### config.mk
export PLATFORM = sky130hd
export DESIGN_NAME = cache_refill_fsm
export DESIGN_NICKNAME = d
export VERILOG_FILES = /design/src/rtl/cache_refill_fsm.sv
export SDC_FILE = /design/constraint.sdc
export NUM_CORES = 1
export LEC_CHECK = 0
export CORE_MARGIN = 1.5
export CORE_UTILIZATION = 47
export DETAILED_ROUTE_END_ITERATION = 10
export PLACE_DENSITY = 0.75
export SLEW_MARGIN = 25
export SYNTH_ARGS = -nofsm -noshare
export SYNTH_HDL_FRONTEND = slang
export SYNTH_SLANG_ARGS = --single-unit
export TNS_END_PERCENT = 30
### constraint.sdc
create_clock -name clk -period 13.79 [get_ports clk]
set_clock_uncertainty 0.1 [all_clocks]
set_input_delay 3.4475 -clock clk [delete_from_list [all_inputs] [get_ports clk]]
set_output_delay 3.4475 -clock clk [all_outputs]
set_load 0.05 [all_outputs]
### src/rtl/cache_refill_fsm.sv
// Critical-word-first line refill controller: fetches the four words of a missed
// 16-byte line from RAM, forwards the critical word, then writes the whole line.
module cache_refill_fsm #(
    parameter int ADDRESS_WIDTH       = 32,
    parameter int DATA_WIDTH          = 32,
    parameter int CACHE_DATA_WIDTH    = 153,
    parameter int CACHE_ADDRESS_WIDTH = 4
) (
    input  logic                           clk,
    input  logic                           rst,
    input  logic                           miss_req,
    input  logic [ADDRESS_WIDTH-1:0]       miss_addr,
    output logic                           stall,
    output logic                           mem_req,
    output logic [ADDRESS_WIDTH-1:0]       mem_addr,
    input  logic                           mem_ack,
    input  logic [DATA_WIDTH-1:0]          mem_rdata,
    output logic                           crit_valid,
    output logic [DATA_WIDTH-1:0]          crit_data,
    output logic                           line_we,
    output logic [CACHE_ADDRESS_WIDTH-1:0] line_set,
    output logic [CACHE_DATA_WIDTH-1:0]    line_data
);

    typedef enum logic [1:0] {IDLE, FETCH, FILL} state_t;

    state_t                         state;
    logic [1:0]                     k;
    logic [ADDRESS_WIDTH-1:0]       addr;
    logic [3:0][DATA_WIDTH-1:0]     line_buf;
    logic [3:0][DATA_WIDTH-1:0]     buf_next;
    logic [1:0]                     off;
    logic [1:0]                     off_next;

    assign off      = addr[3:2] + k;
    assign off_next = off + 2'd1;

    assign stall = !rst && ((state != IDLE) || miss_req);

    // Buffer including the word arriving this cycle, so the final word can go
    // straight into the registered line write without an extra cycle.
    always_comb begin
        buf_next = line_buf;
        if (state == FETCH && mem_ack) begin
            buf_next[off] = mem_rdata;
        end
    end

    always_ff @(posedge clk or posedge rst) begin
        if (rst) begin
            state      <= IDLE;
            k          <= 2'd0;
            addr       <= '0;
            line_buf   <= '0;
            mem_req    <= 1'b0;
            mem_addr   <= '0;
            crit_valid <= 1'b0;
            crit_data  <= '0;
            line_we    <= 1'b0;
            line_set   <= '0;
            line_data  <= '0;
        end else begin
            crit_valid <= 1'b0;
            line_we    <= 1'b0;
            case (state)
                IDLE: begin
                    if (miss_req) begin
                        addr     <= miss_addr;
                        k        <= 2'd0;
                        mem_req  <= 1'b1;
                        mem_addr <= {miss_addr[ADDRESS_WIDTH-1:4], miss_addr[3:2], 2'b00};
                        state    <= FETCH;
                    end
                end
                FETCH: begin
                    if (mem_ack) begin
                        line_buf <= buf_next;
                        k        <= k + 2'd1;
                        if (k == 2'd0) begin
                            crit_valid <= 1'b1;
                            crit_data  <= mem_rdata;
                        end
                        if (k == 2'd3) begin
                            mem_req   <= 1'b0;
                            line_we   <= 1'b1;
                            line_set  <= addr[7:4];
                            line_data <= {1'b1, addr[ADDRESS_WIDTH-1:8], buf_next};
                            state     <= FILL;
                        end else begin
                            mem_addr <= {addr[ADDRESS_WIDTH-1:4], off_next, 2'b00};
                        end
                    end
                end
                FILL: begin
                    state <= IDLE;
                end
                default: begin
                    state <= IDLE;
                end
            endcase
        end
    end

endmodule

==> flow_metrics.py, run 1 <==
metrics = {
    "setup_path": {
        "critical_path_s_slowest_cell": "sky130_fd_sc_hd__clkdlybuf4s50_1",
        "critical_path.endpoint_type": "output port",
        "worstPathRequired_ns": 10.24,
        "cp_common_cell": "sky130_fd_sc_hd__clkdlybuf4s50_1",
        "worst_r2r_path_depth": 6,
        "worstReg2RegEnd": "line_buf[70]$_DFFE_PP0P_",
        "crit_path_max_incr_delay_ns": 0.81,
        "path_cells": "clkdlybuf4s50_1, nor3_1, nor2_1, clkdlybuf4s50_1",
        "timing.critical_path.to": "stall",
        "cp_data_arrival_time_ns": 5.00,
        "crit_fanout": 4,
        "crit_type": "in -> out",
        "critPathLaunch": "miss_req",
        "worst_setup_path_start_kind": "primary input",
        "reg2reg_setup_slack_ns": 10.46,
        "worstReg2RegStart": "k[0]$_DFFE_PP0P_",
    },
    "floorplan": {
        "total_die_area_sq_um": 35100,
        "fp.coreArea_sq_um": 33500,
        "standard_cell_row_count": 67,
        "io-pin-count": 293,
        "dieWidth_um": 187,
        "chipHeight_um": 187,
        "initial_core_util_pct": 47.6,
    },
    "placed_design": {
        "detailed_place_hpwl_mm": 22.6,
        "place_congestion": 0.741,
        "buffer_ports.inserted": 288,
    },
    "route": {
        "drt_iter0_markers": 539,
        "vias": 9864,
        "route.antenna.remaining_nets": 0,
        "drt-wirelength-per-cell_um": 18.5,
        "firstDrtPassIters": 6,
        "drcViolationCount": 0,
        "totalWireLength_mm": 35.5,
        "route.detailed.vias_per_inst": 5.14,
    },
    "hold_path": {
        "min_path_type": "reg -> reg",
    },
    "clocking": {
        "htree_levels": 2,
        "cts.sinks": 384,
        "tritoncts": "yes",
        "number_of_buffers_added_for_setup_after_cts": 0,
        "clockRootBuffer": "sky130_fd_sc_hd__clkbuf_16",
        "holdBufCountCts": 0,
        "cts_made_buffers": 41,
        "cts.reportedPaths.clkPinSlew_ns": 0.06,
        "ctsLongestPathBuffers": 3,
        "number_of_cells_upsized_or_downsized_after_cts": 0,
        "worst_skew_pair.late_latency_ns": 0.52,
    },
    "outcome": {
        "run_status": "finished, final reports clean",
    },
    "global_routing": {
        "global_route.overflow_total": 0,
        "grt_start_max_net_pins": 122,
        "grt_util_all_layers_pct": 20.5,
        "number_of_global_route_vias_before_repair": 10200,
        "first_pass_grt_wire_length_mm": 57.6,
        "number_of_antenna_violations_at_the_first_check_in_global_routing": 1,
    },
    "run": {
        "max-cap-violations": 0,
    },
    "sta": {
        "clock.fmax_ghz": 0.117,
        "timing.max_slew.rel_slack_pct": 34.2,
        "final-setup-viol-count": 0,
        "slew_viol_final": 0,
        "hold_viol_final": 0,
        "fin_crit_sh_pct": 61.9,
        "tightestPinTransition_ns": 0.984,
        "setup_tns_ns": 0,
        "finalCriticalPeriod_ns": 8.54,
        "rsz_0062_raised_after_global_routing": "no",
    },
    "logic_synthesis": {
        "yosysMostFrequentCell": "sky130_fd_sc_hd__dfrtp_1",
        "synth_ff_type": "sky130_fd_sc_hd__dfrtp_1",
        "synth.avg_cell_area_sq_um": 13.3,
        "synth_edf_count": 0,
        "ys_seq_elements": 384,
        "post_synth_num_cell_types": 26,
        "synth-seq-area-share_pct": 60.2,
        "synth_commonest_cells": "sky130_fd_sc_hd__dfrtp_1, sky130_fd_sc_hd__mux2_2, sky130_fd_sc_hd__nand2_1, sky130_fd_sc_hd__o21ai_0, sky130_fd_sc_hd__mux2i_1",
        "synth.yosys.warnings": 0,
        "post_synth_inst_count": 1202,
        "synth_top_area_cell": "sky130_fd_sc_hd__dfrtp_1",
        "yosys-top-cells-area": "sky130_fd_sc_hd__dfrtp_1, sky130_fd_sc_hd__mux2_2, sky130_fd_sc_hd__mux2i_1",
        "syn-cell-area_sq_um": 16000,
        "postSynth.asyncResetShare_pct": 100,
        "yosys.area.top_type_share_pct": 60.2,
    },
    "finish": {
        "diodes": 0,
        "footprint_of_the_multi_input_gates_sq_um": 5880,
        "area.growth.synth_to_final_pct": 28.0,
        "final_layout_size_suffix_gt1_share_pct": 24.0,
        "num-fill-cells": 2627,
        "fin_nets": 1517,
        "layout.area.seq_sq_um": 9610,
    },
}
[cell families after synthesis]
kind of cell | count (synthesis) | synth area share, %
xor+xnor | 2 | 0.110
simple gates | 144 | 3.66
compound gates | 137 | 4.38
mux | 407 | 27.7
flops | 384 | 60.2
buf+inv | 118 | 3.30
other cells | 1 | 0.0235
fa+ha+maj | 9 | 0.705
[how the worst min path moves through the flow]
stage	start	end	slack [ns]	cells after the start
after global routing	line_data[152]$_DFFE_PP0P_	line_data[152]$_DFFE_PP0P_	0.40	1
after floorplan	line_buf[23]$_DFFE_PP0P_	line_buf[23]$_DFFE_PP0P_	0.36	1
final	line_data[63]$_DFFE_PP0P_	line_data[63]$_DFFE_PP0P_	0.38	2
after CTS	line_data[86]$_DFFE_PP0P_	line_data[86]$_DFFE_PP0P_	0.38	2
after global placement	line_data[152]$_DFFE_PP0P_	line_data[152]$_DFFE_PP0P_	0.35	1
after detailed placement	line_data[63]$_DFFE_PP0P_	line_data[63]$_DFFE_PP0P_	0.37	2
[layer usage]
metal / up-vias / track usage [%] / wire [um] / part of all wire, %
met4: 2 / 4.37 / 522 / 1.5
met3: 44 / 6.36 / 2650 / 7.5
met2: 244 / 32.9 / 16500 / 46
li1: 4623 / - / - / -
met5: - / 0 / 13 / 0.037
met1: 4951 / 27.6 / 15800 / 45
[final cells by class]
type | count | area share (%)
inverter | 11 | 0.220
tap | 448 | 2.74
multi-input combinational | 701 | 28.8
clock inverter | 15 | 0.753
clock buffer | 60 | 5.81
timing repair buffer | 301 | 14.7
sequential | 384 | 47.0
[placed cells by master (no fill, tap or decap), types with 10 or more instances in the layout]
master	instances
sky130_fd_sc_hd__clkdlybuf4s50_1	288
sky130_fd_sc_hd__clkbuf_1	10
sky130_fd_sc_hd__mux2_1	16
sky130_fd_sc_hd__clkbuf_16	41
sky130_fd_sc_hd__nand2_1	130
sky130_fd_sc_hd__dfrtp_1	384
sky130_fd_sc_hd__o21ai_0	130
sky130_fd_sc_hd__mux2i_1	129
sky130_fd_sc_hd__inv_1	10
sky130_fd_sc_hd__mux2_2	262
[sequential cells by signal, summed over array words and instances, names as in the netlist, 2 cells and up]
signal     count
addr          30
line_buf     128
line_data    153
mem_addr      30
state          2
crit_data     32
line_set       4
k              2
[critical path, delay by kind of cell]
kind / cells / cell delay [ns]
buf+inv: 2 / 1.33
simple gates: 2 / 0.21
[through the flow]
step | hold WS [ns] | cell area (sq um) | worst slack, ns | util, % | std cells
6_report | 0.380 | 20400 | 5.25 | 61.0 | 1920
2_1_floorplan | 0.364 | 16000 | 5.08 | - | 1203
3_3_place_gp | 0.354 | 19100 | 5.26 | 56.8 | 1844
4_1_cts | 0.383 | 20400 | 5.24 | 60.9 | 1920
5_1_grt | 0.395 | 20400 | 5.22 | 61.0 | 1920
3_5_place_dp | 0.370 | 19100 | 5.28 | 56.9 | 1845
Power of run 1 is left out: the tool's default activity adds up to more than one toggle a clock period on the data nets, which glitch-free logic cannot reach.
==> inputs of run 2 (changes only) <==
--- a/config.mk
+++ b/config.mk
@@ -6,9 +6,9 @@
 export NUM_CORES = 1
 export LEC_CHECK = 0
 export CORE_MARGIN = 1.5
-export CORE_UTILIZATION = 47
+export CORE_UTILIZATION = 48
 export DETAILED_ROUTE_END_ITERATION = 10
-export PLACE_DENSITY = 0.75
+export PLACE_DENSITY = 0.73
 export SLEW_MARGIN = 25
 export SYNTH_ARGS = -nofsm -noshare
 export SYNTH_HDL_FRONTEND = slang
==> constraint.sdc (replaced) <==
create_clock -name clk -period 8.8 [get_ports clk]
set_clock_uncertainty 0.1 [all_clocks]
set_input_delay 2.2 -clock clk [delete_from_list [all_inputs] [get_ports clk]]
set_output_delay 2.2 -clock clk [all_outputs]
set_load 0.05 [all_outputs]
==> flow_metrics.py, run 2 (same netlist as run 1, synthesis figures left out) <==
metrics = {
    "sta": {
        "slew_viol_final": 0,
        "rsz_0062_raised_after_global_routing": "no",
        "fin_crit_sh_pct": 68.9,
        "finalCriticalPeriod_ns": 6.07,
        "setup_tns_ns": 0,
        "timing.max_slew.rel_slack_pct": 35.0,
        "clock.fmax_ghz": 0.165,
        "tightestPinTransition_ns": 0.975,
        "hold_viol_final": 0,
        "final-setup-viol-count": 0,
    },
    "finish": {
        "layout_common_cells": "sky130_fd_sc_hd__dfrtp_1, sky130_fd_sc_hd__clkdlybuf4s50_1, sky130_fd_sc_hd__mux2_2",
        "largest_register_ffs": 153,
        "fin_nets": 1516,
        "biggestRegsByFlops": "line_data: 153 flops, line_buf: 128 flops, crit_data: 32 flops",
        "final_layout_size_suffix_gt1_share_pct": 23.8,
        "footprint_of_the_multi_input_gates_sq_um": 5880,
        "num-fill-cells": 2529,
        "diodes": 0,
        "layout.area.seq_sq_um": 9610,
        "area.growth.synth_to_final_pct": 28.5,
        "largest_register": "line_data",
        "layout.cells.most_common": "sky130_fd_sc_hd__dfrtp_1",
    },
    "global_routing": {
        "grt_start_max_net_pins": 175,
        "first_pass_grt_wire_length_mm": 55.8,
        "grt_util_all_layers_pct": 20.7,
        "number_of_antenna_violations_at_the_first_check_in_global_routing": 0,
        "number_of_global_route_vias_before_repair": 10100,
        "global_route.overflow_total": 0,
    },
    "clocking": {
        "cts.sinks": 384,
        "htree_levels": 2,
        "cts.reportedPaths.clkPinSlew_ns": 0.06,
        "tritoncts": "yes",
        "number_of_buffers_added_for_setup_after_cts": 0,
        "clockRootBuffer": "sky130_fd_sc_hd__clkbuf_16",
        "cts_made_buffers": 41,
        "worst_skew_pair.late_latency_ns": 0.52,
        "holdBufCountCts": 0,
        "ctsLongestPathBuffers": 3,
        "number_of_cells_upsized_or_downsized_after_cts": 0,
    },
    "hold_path": {
        "hold_path_depth": 1,
        "min_to": "line_data[152]$_DFFE_PP0P_",
        "min_path_type": "reg -> reg",
        "hold_start": "line_data[152]$_DFFE_PP0P_",
    },
    "floorplan": {
        "chipHeight_um": 185,
        "dieWidth_um": 185,
        "fp.coreArea_sq_um": 32600,
        "total_die_area_sq_um": 34400,
        "standard_cell_row_count": 66,
        "initial_core_util_pct": 49.0,
        "io-pin-count": 293,
    },
    "setup_path": {
        "crit_path_max_incr_delay_ns": 0.71,
        "worstPathRequired_ns": 6.50,
        "cp_data_arrival_time_ns": 3.77,
        "worstReg2RegEnd": "line_buf[103]$_DFFE_PP0P_",
        "reg2reg_setup_slack_ns": 5.42,
        "critical_path_s_slowest_cell": "sky130_fd_sc_hd__clkdlybuf4s50_1",
        "path_cells": "clkdlybuf4s50_1, nor3_1, nor2_1, clkdlybuf4s50_1",
        "critical_path_buf_inv_count": 2,
        "worstReg2RegStart": "k[0]$_DFFE_PP0P_",
        "crit_fanout": 4,
        "crit_type": "in -> out",
        "worst_r2r_path_depth": 6,
        "worst_path_dominant_cell_family": "buffers and inverters",
        "critical_path.endpoint_type": "output port",
        "cp_common_cell": "sky130_fd_sc_hd__clkdlybuf4s50_1",
        "worst_setup_path_start_kind": "primary input",
    },
    "placed_design": {
        "buffer_ports.inserted": 288,
        "place_congestion": 0.735,
        "detailed_place_hpwl_mm": 22.3,
    },
    "route": {
        "route.detailed.vias_per_inst": 5.11,
        "totalWireLength_mm": 35.1,
        "met3WireLength_mm": 2.90,
        "drt-wirelength-per-cell_um": 18.4,
        "drcViolationCount": 0,
        "drt_iter0_markers": 576,
        "route.antenna.remaining_nets": 0,
        "route.top_layer_used": "met4",
        "firstDrtPassIters": 4,
        "met2WireLength_mm": 16.2,
        "vias": 9778,
        "wl_met1_mm": 15.5,
    },
    "outcome": {
        "run_status": "finished, final reports clean",
    },
    "run": {
        "max-cap-violations": 0,
    },
}
-- run 2: how the worst max path moves through the flow --
stage | startpoint | endpoint | slack (ns) | cells past startpoint
after floorplan | rst | addr[10]$_DFFE_PP0P_ | 1.34 | 1
after global placement | miss_req | stall | 2.77 | 4
after detailed placement | miss_req | stall | 2.74 | 4
after CTS | miss_req | stall | 2.73 | 4
after global routing | miss_req | stall | 2.69 | 4
final | miss_req | stall | 2.73 | 4
-- run 2: layout make-up --
type | count | share of cell area, %
multi-input combinational | 701 | 28.6
sequential | 384 | 46.8
tap | 442 | 2.69
clock buffer | 68 | 6.38
timing repair buffer | 300 | 14.7
inverter | 11 | 0.219
clock inverter | 6 | 0.530
-- run 2: metal layers --
metal	up-vias	GRT usage, %
met3	46	6.86
met2	237	33.3
met1	4873	27.4
met4	0	4.07
li1	4622	-
met5	-	0
-- run 2: stage by stage --
stage	utilization (%)	instance area [sq um]	instances	hold WS, ns	worst slack, ns
floorplan	-	16000	1203	0.364	1.34
global placement	58.5	19100	1837	0.354	2.77
detailed placement	58.5	19100	1837	0.361	2.74
CTS	62.8	20500	1911	0.377	2.73
global route	62.9	20500	1912	0.396	2.69
finish	62.9	20500	1912	0.373	2.73
Power of run 2 is left out for the same reason.
==> inputs of run 3 (changes only) <==
==> constraint.sdc (replaced) <==
create_clock -name clk -period 6.07 [get_ports clk]
set_clock_uncertainty 0.1 [all_clocks]
set_input_delay 1.5175 -clock clk [delete_from_list [all_inputs] [get_ports clk]]
set_output_delay 1.5175 -clock clk [all_outputs]
set_load 0.05 [all_outputs]
==> flow_metrics.py, run 3 (same netlist as run 1, synthesis figures left out) <==
metrics = {
    "outcome": {
        "run_status": "finished, final reports clean",
    },
    "finish": {
        "fin_nets": 1518,
        "largest_register": "line_data",
        "layout.area.seq_sq_um": 9610,
        "diodes": 0,
        "footprint_of_the_multi_input_gates_sq_um": 5880,
        "area.growth.synth_to_final_pct": 27.8,
        "area_of_all_placed_cells_without_fillers_sq_um": 20400,
        "final_layout_size_suffix_gt1_share_pct": 23.8,
        "layout_common_cells": "sky130_fd_sc_hd__dfrtp_1, sky130_fd_sc_hd__clkdlybuf4s50_1, sky130_fd_sc_hd__mux2_2",
        "biggestRegsByFlops": "line_data: 153 flops, line_buf: 128 flops, crit_data: 32 flops",
        "layout.cells.most_common": "sky130_fd_sc_hd__dfrtp_1",
        "largest_register_ffs": 153,
        "num-fill-cells": 2563,
    },
    "hold_path": {
        "min_path_type": "reg -> reg",
        "hold_start": "line_data[18]$_DFFE_PP0P_",
        "min_to": "line_data[18]$_DFFE_PP0P_",
        "hold_path_depth": 2,
    },
    "clocking": {
        "htree_levels": 2,
        "cts.sinks": 384,
        "clockRootBuffer": "sky130_fd_sc_hd__clkbuf_16",
        "number_of_buffers_added_for_setup_after_cts": 0,
        "worst_skew_pair.late_latency_ns": 0.52,
        "ctsLongestPathBuffers": 3,
        "tritoncts": "yes",
        "number_of_cells_upsized_or_downsized_after_cts": 0,
        "holdBufCountCts": 0,
        "cts.reportedPaths.clkPinSlew_ns": 0.06,
        "cts_made_buffers": 41,
    },
    "floorplan": {
        "io-pin-count": 293,
        "fp.coreArea_sq_um": 32600,
        "initial_core_util_pct": 49.0,
        "chipHeight_um": 185,
        "standard_cell_row_count": 66,
        "dieWidth_um": 185,
        "total_die_area_sq_um": 34400,
    },
    "sta": {
        "rsz_0062_raised_after_global_routing": "no",
        "timing.max_slew.rel_slack_pct": 36.5,
        "fin_crit_sh_pct": 76.9,
        "worst_hold_slack_ns": 0.375,
        "clock.fmax_ghz": 0.214,
        "tightestPinTransition_ns": 0.949,
        "setup_tns_ns": 0,
        "hold_viol_final": 0,
        "slew_viol_final": 0,
        "final-setup-viol-count": 0,
        "finalCriticalPeriod_ns": 4.67,
    },
    "setup_path": {
        "critical_path.endpoint_type": "output port",
        "crit_type": "in -> out",
        "worstReg2RegEnd": "line_buf[71]$_DFFE_PP0P_",
        "cp_data_arrival_time_ns": 3.05,
        "worst_r2r_path_depth": 6,
        "reg2reg_setup_slack_ns": 2.78,
        "critPathLaunch": "miss_req",
        "worstPathRequired_ns": 4.45,
        "crit_fanout": 4,
        "worstReg2RegStart": "k[0]$_DFFE_PP0P_",
        "worst_setup_path_start_kind": "primary input",
    },
    "route": {
        "route.detailed.vias_per_inst": 5.15,
        "firstDrtPassIters": 4,
        "drcViolationCount": 0,
        "drt_iter0_markers": 439,
        "drt-wirelength-per-cell_um": 18.3,
        "route.antenna.remaining_nets": 0,
        "vias": 9830,
        "totalWireLength_mm": 35.0,
    },
    "global_routing": {
        "number_of_antenna_violations_at_the_first_check_in_global_routing": 1,
        "grt_start_max_net_pins": 141,
        "global_route.overflow_total": 0,
        "grt_util_all_layers_pct": 20.6,
        "first_pass_grt_wire_length_mm": 55.4,
        "number_of_global_route_vias_before_repair": 10100,
    },
    "placed_design": {
        "buffer_ports.inserted": 288,
        "place_congestion": 0.743,
        "detailed_place_hpwl_mm": 22.2,
        "placedInstanceArea_sq_um": 19100,
    },
    "run": {
        "max-cap-violations": 0,
    },
}
-- run 3: cell type report --
cell class	instances	share of cell area [%]
Inverter	11	0.221
Sequential cell	384	47.1
Clock buffer	63	6.17
Tap cell	442	2.71
Clock inverter	7	0.263
Multi-Input combinational cell	701	28.8
Timing Repair Buffer	302	14.8
-- run 3: metrics by stage --
| step | utilization (%) | worst slack, ns | cells |
|---|---|---|---|
| after global placement | 58.6 | 1.40 | 1840 |
| after detailed placement | 58.6 | 1.41 | 1840 |
| final | 62.6 | 1.40 | 1910 |
| after global routing | 62.6 | 1.31 | 1910 |
| after CTS | 62.6 | 1.39 | 1910 |
| after floorplan | - | -0.709 | 1203 |
-- run 3: worst max-delay path by stage --
| stage | end | slack, ns | depth (start not counted) |
|---|---|---|---|
| global route | stall | 1.31 | 4 |
| detailed placement | stall | 1.41 | 4 |
| floorplan | addr[10]$_DFFE_PP0P_ | -0.71 | 1 |
| global placement | stall | 1.40 | 4 |
| CTS | stall | 1.39 | 4 |
| finish | stall | 1.40 | 4 |
-- run 3: routing by layer --
metal  wire length (um)  up-vias  track usage [%]
li1                   -     4626                -
met1              15500     4912             27.2
met2              16000      238             32.9
met3               2830       52             6.59
met4                649        2             5.50
met5                 13        -                0
-- run 3: worst max-delay path: stages --
cell and delay [ns]:
sky130_fd_sc_hd__clkdlybuf4s50_1 0.51, sky130_fd_sc_hd__nor3_1 0.08, sky130_fd_sc_hd__nor2_1 0.12, sky130_fd_sc_hd__clkdlybuf4s50_1 0.81
Power of run 3 is left out for the same reason.
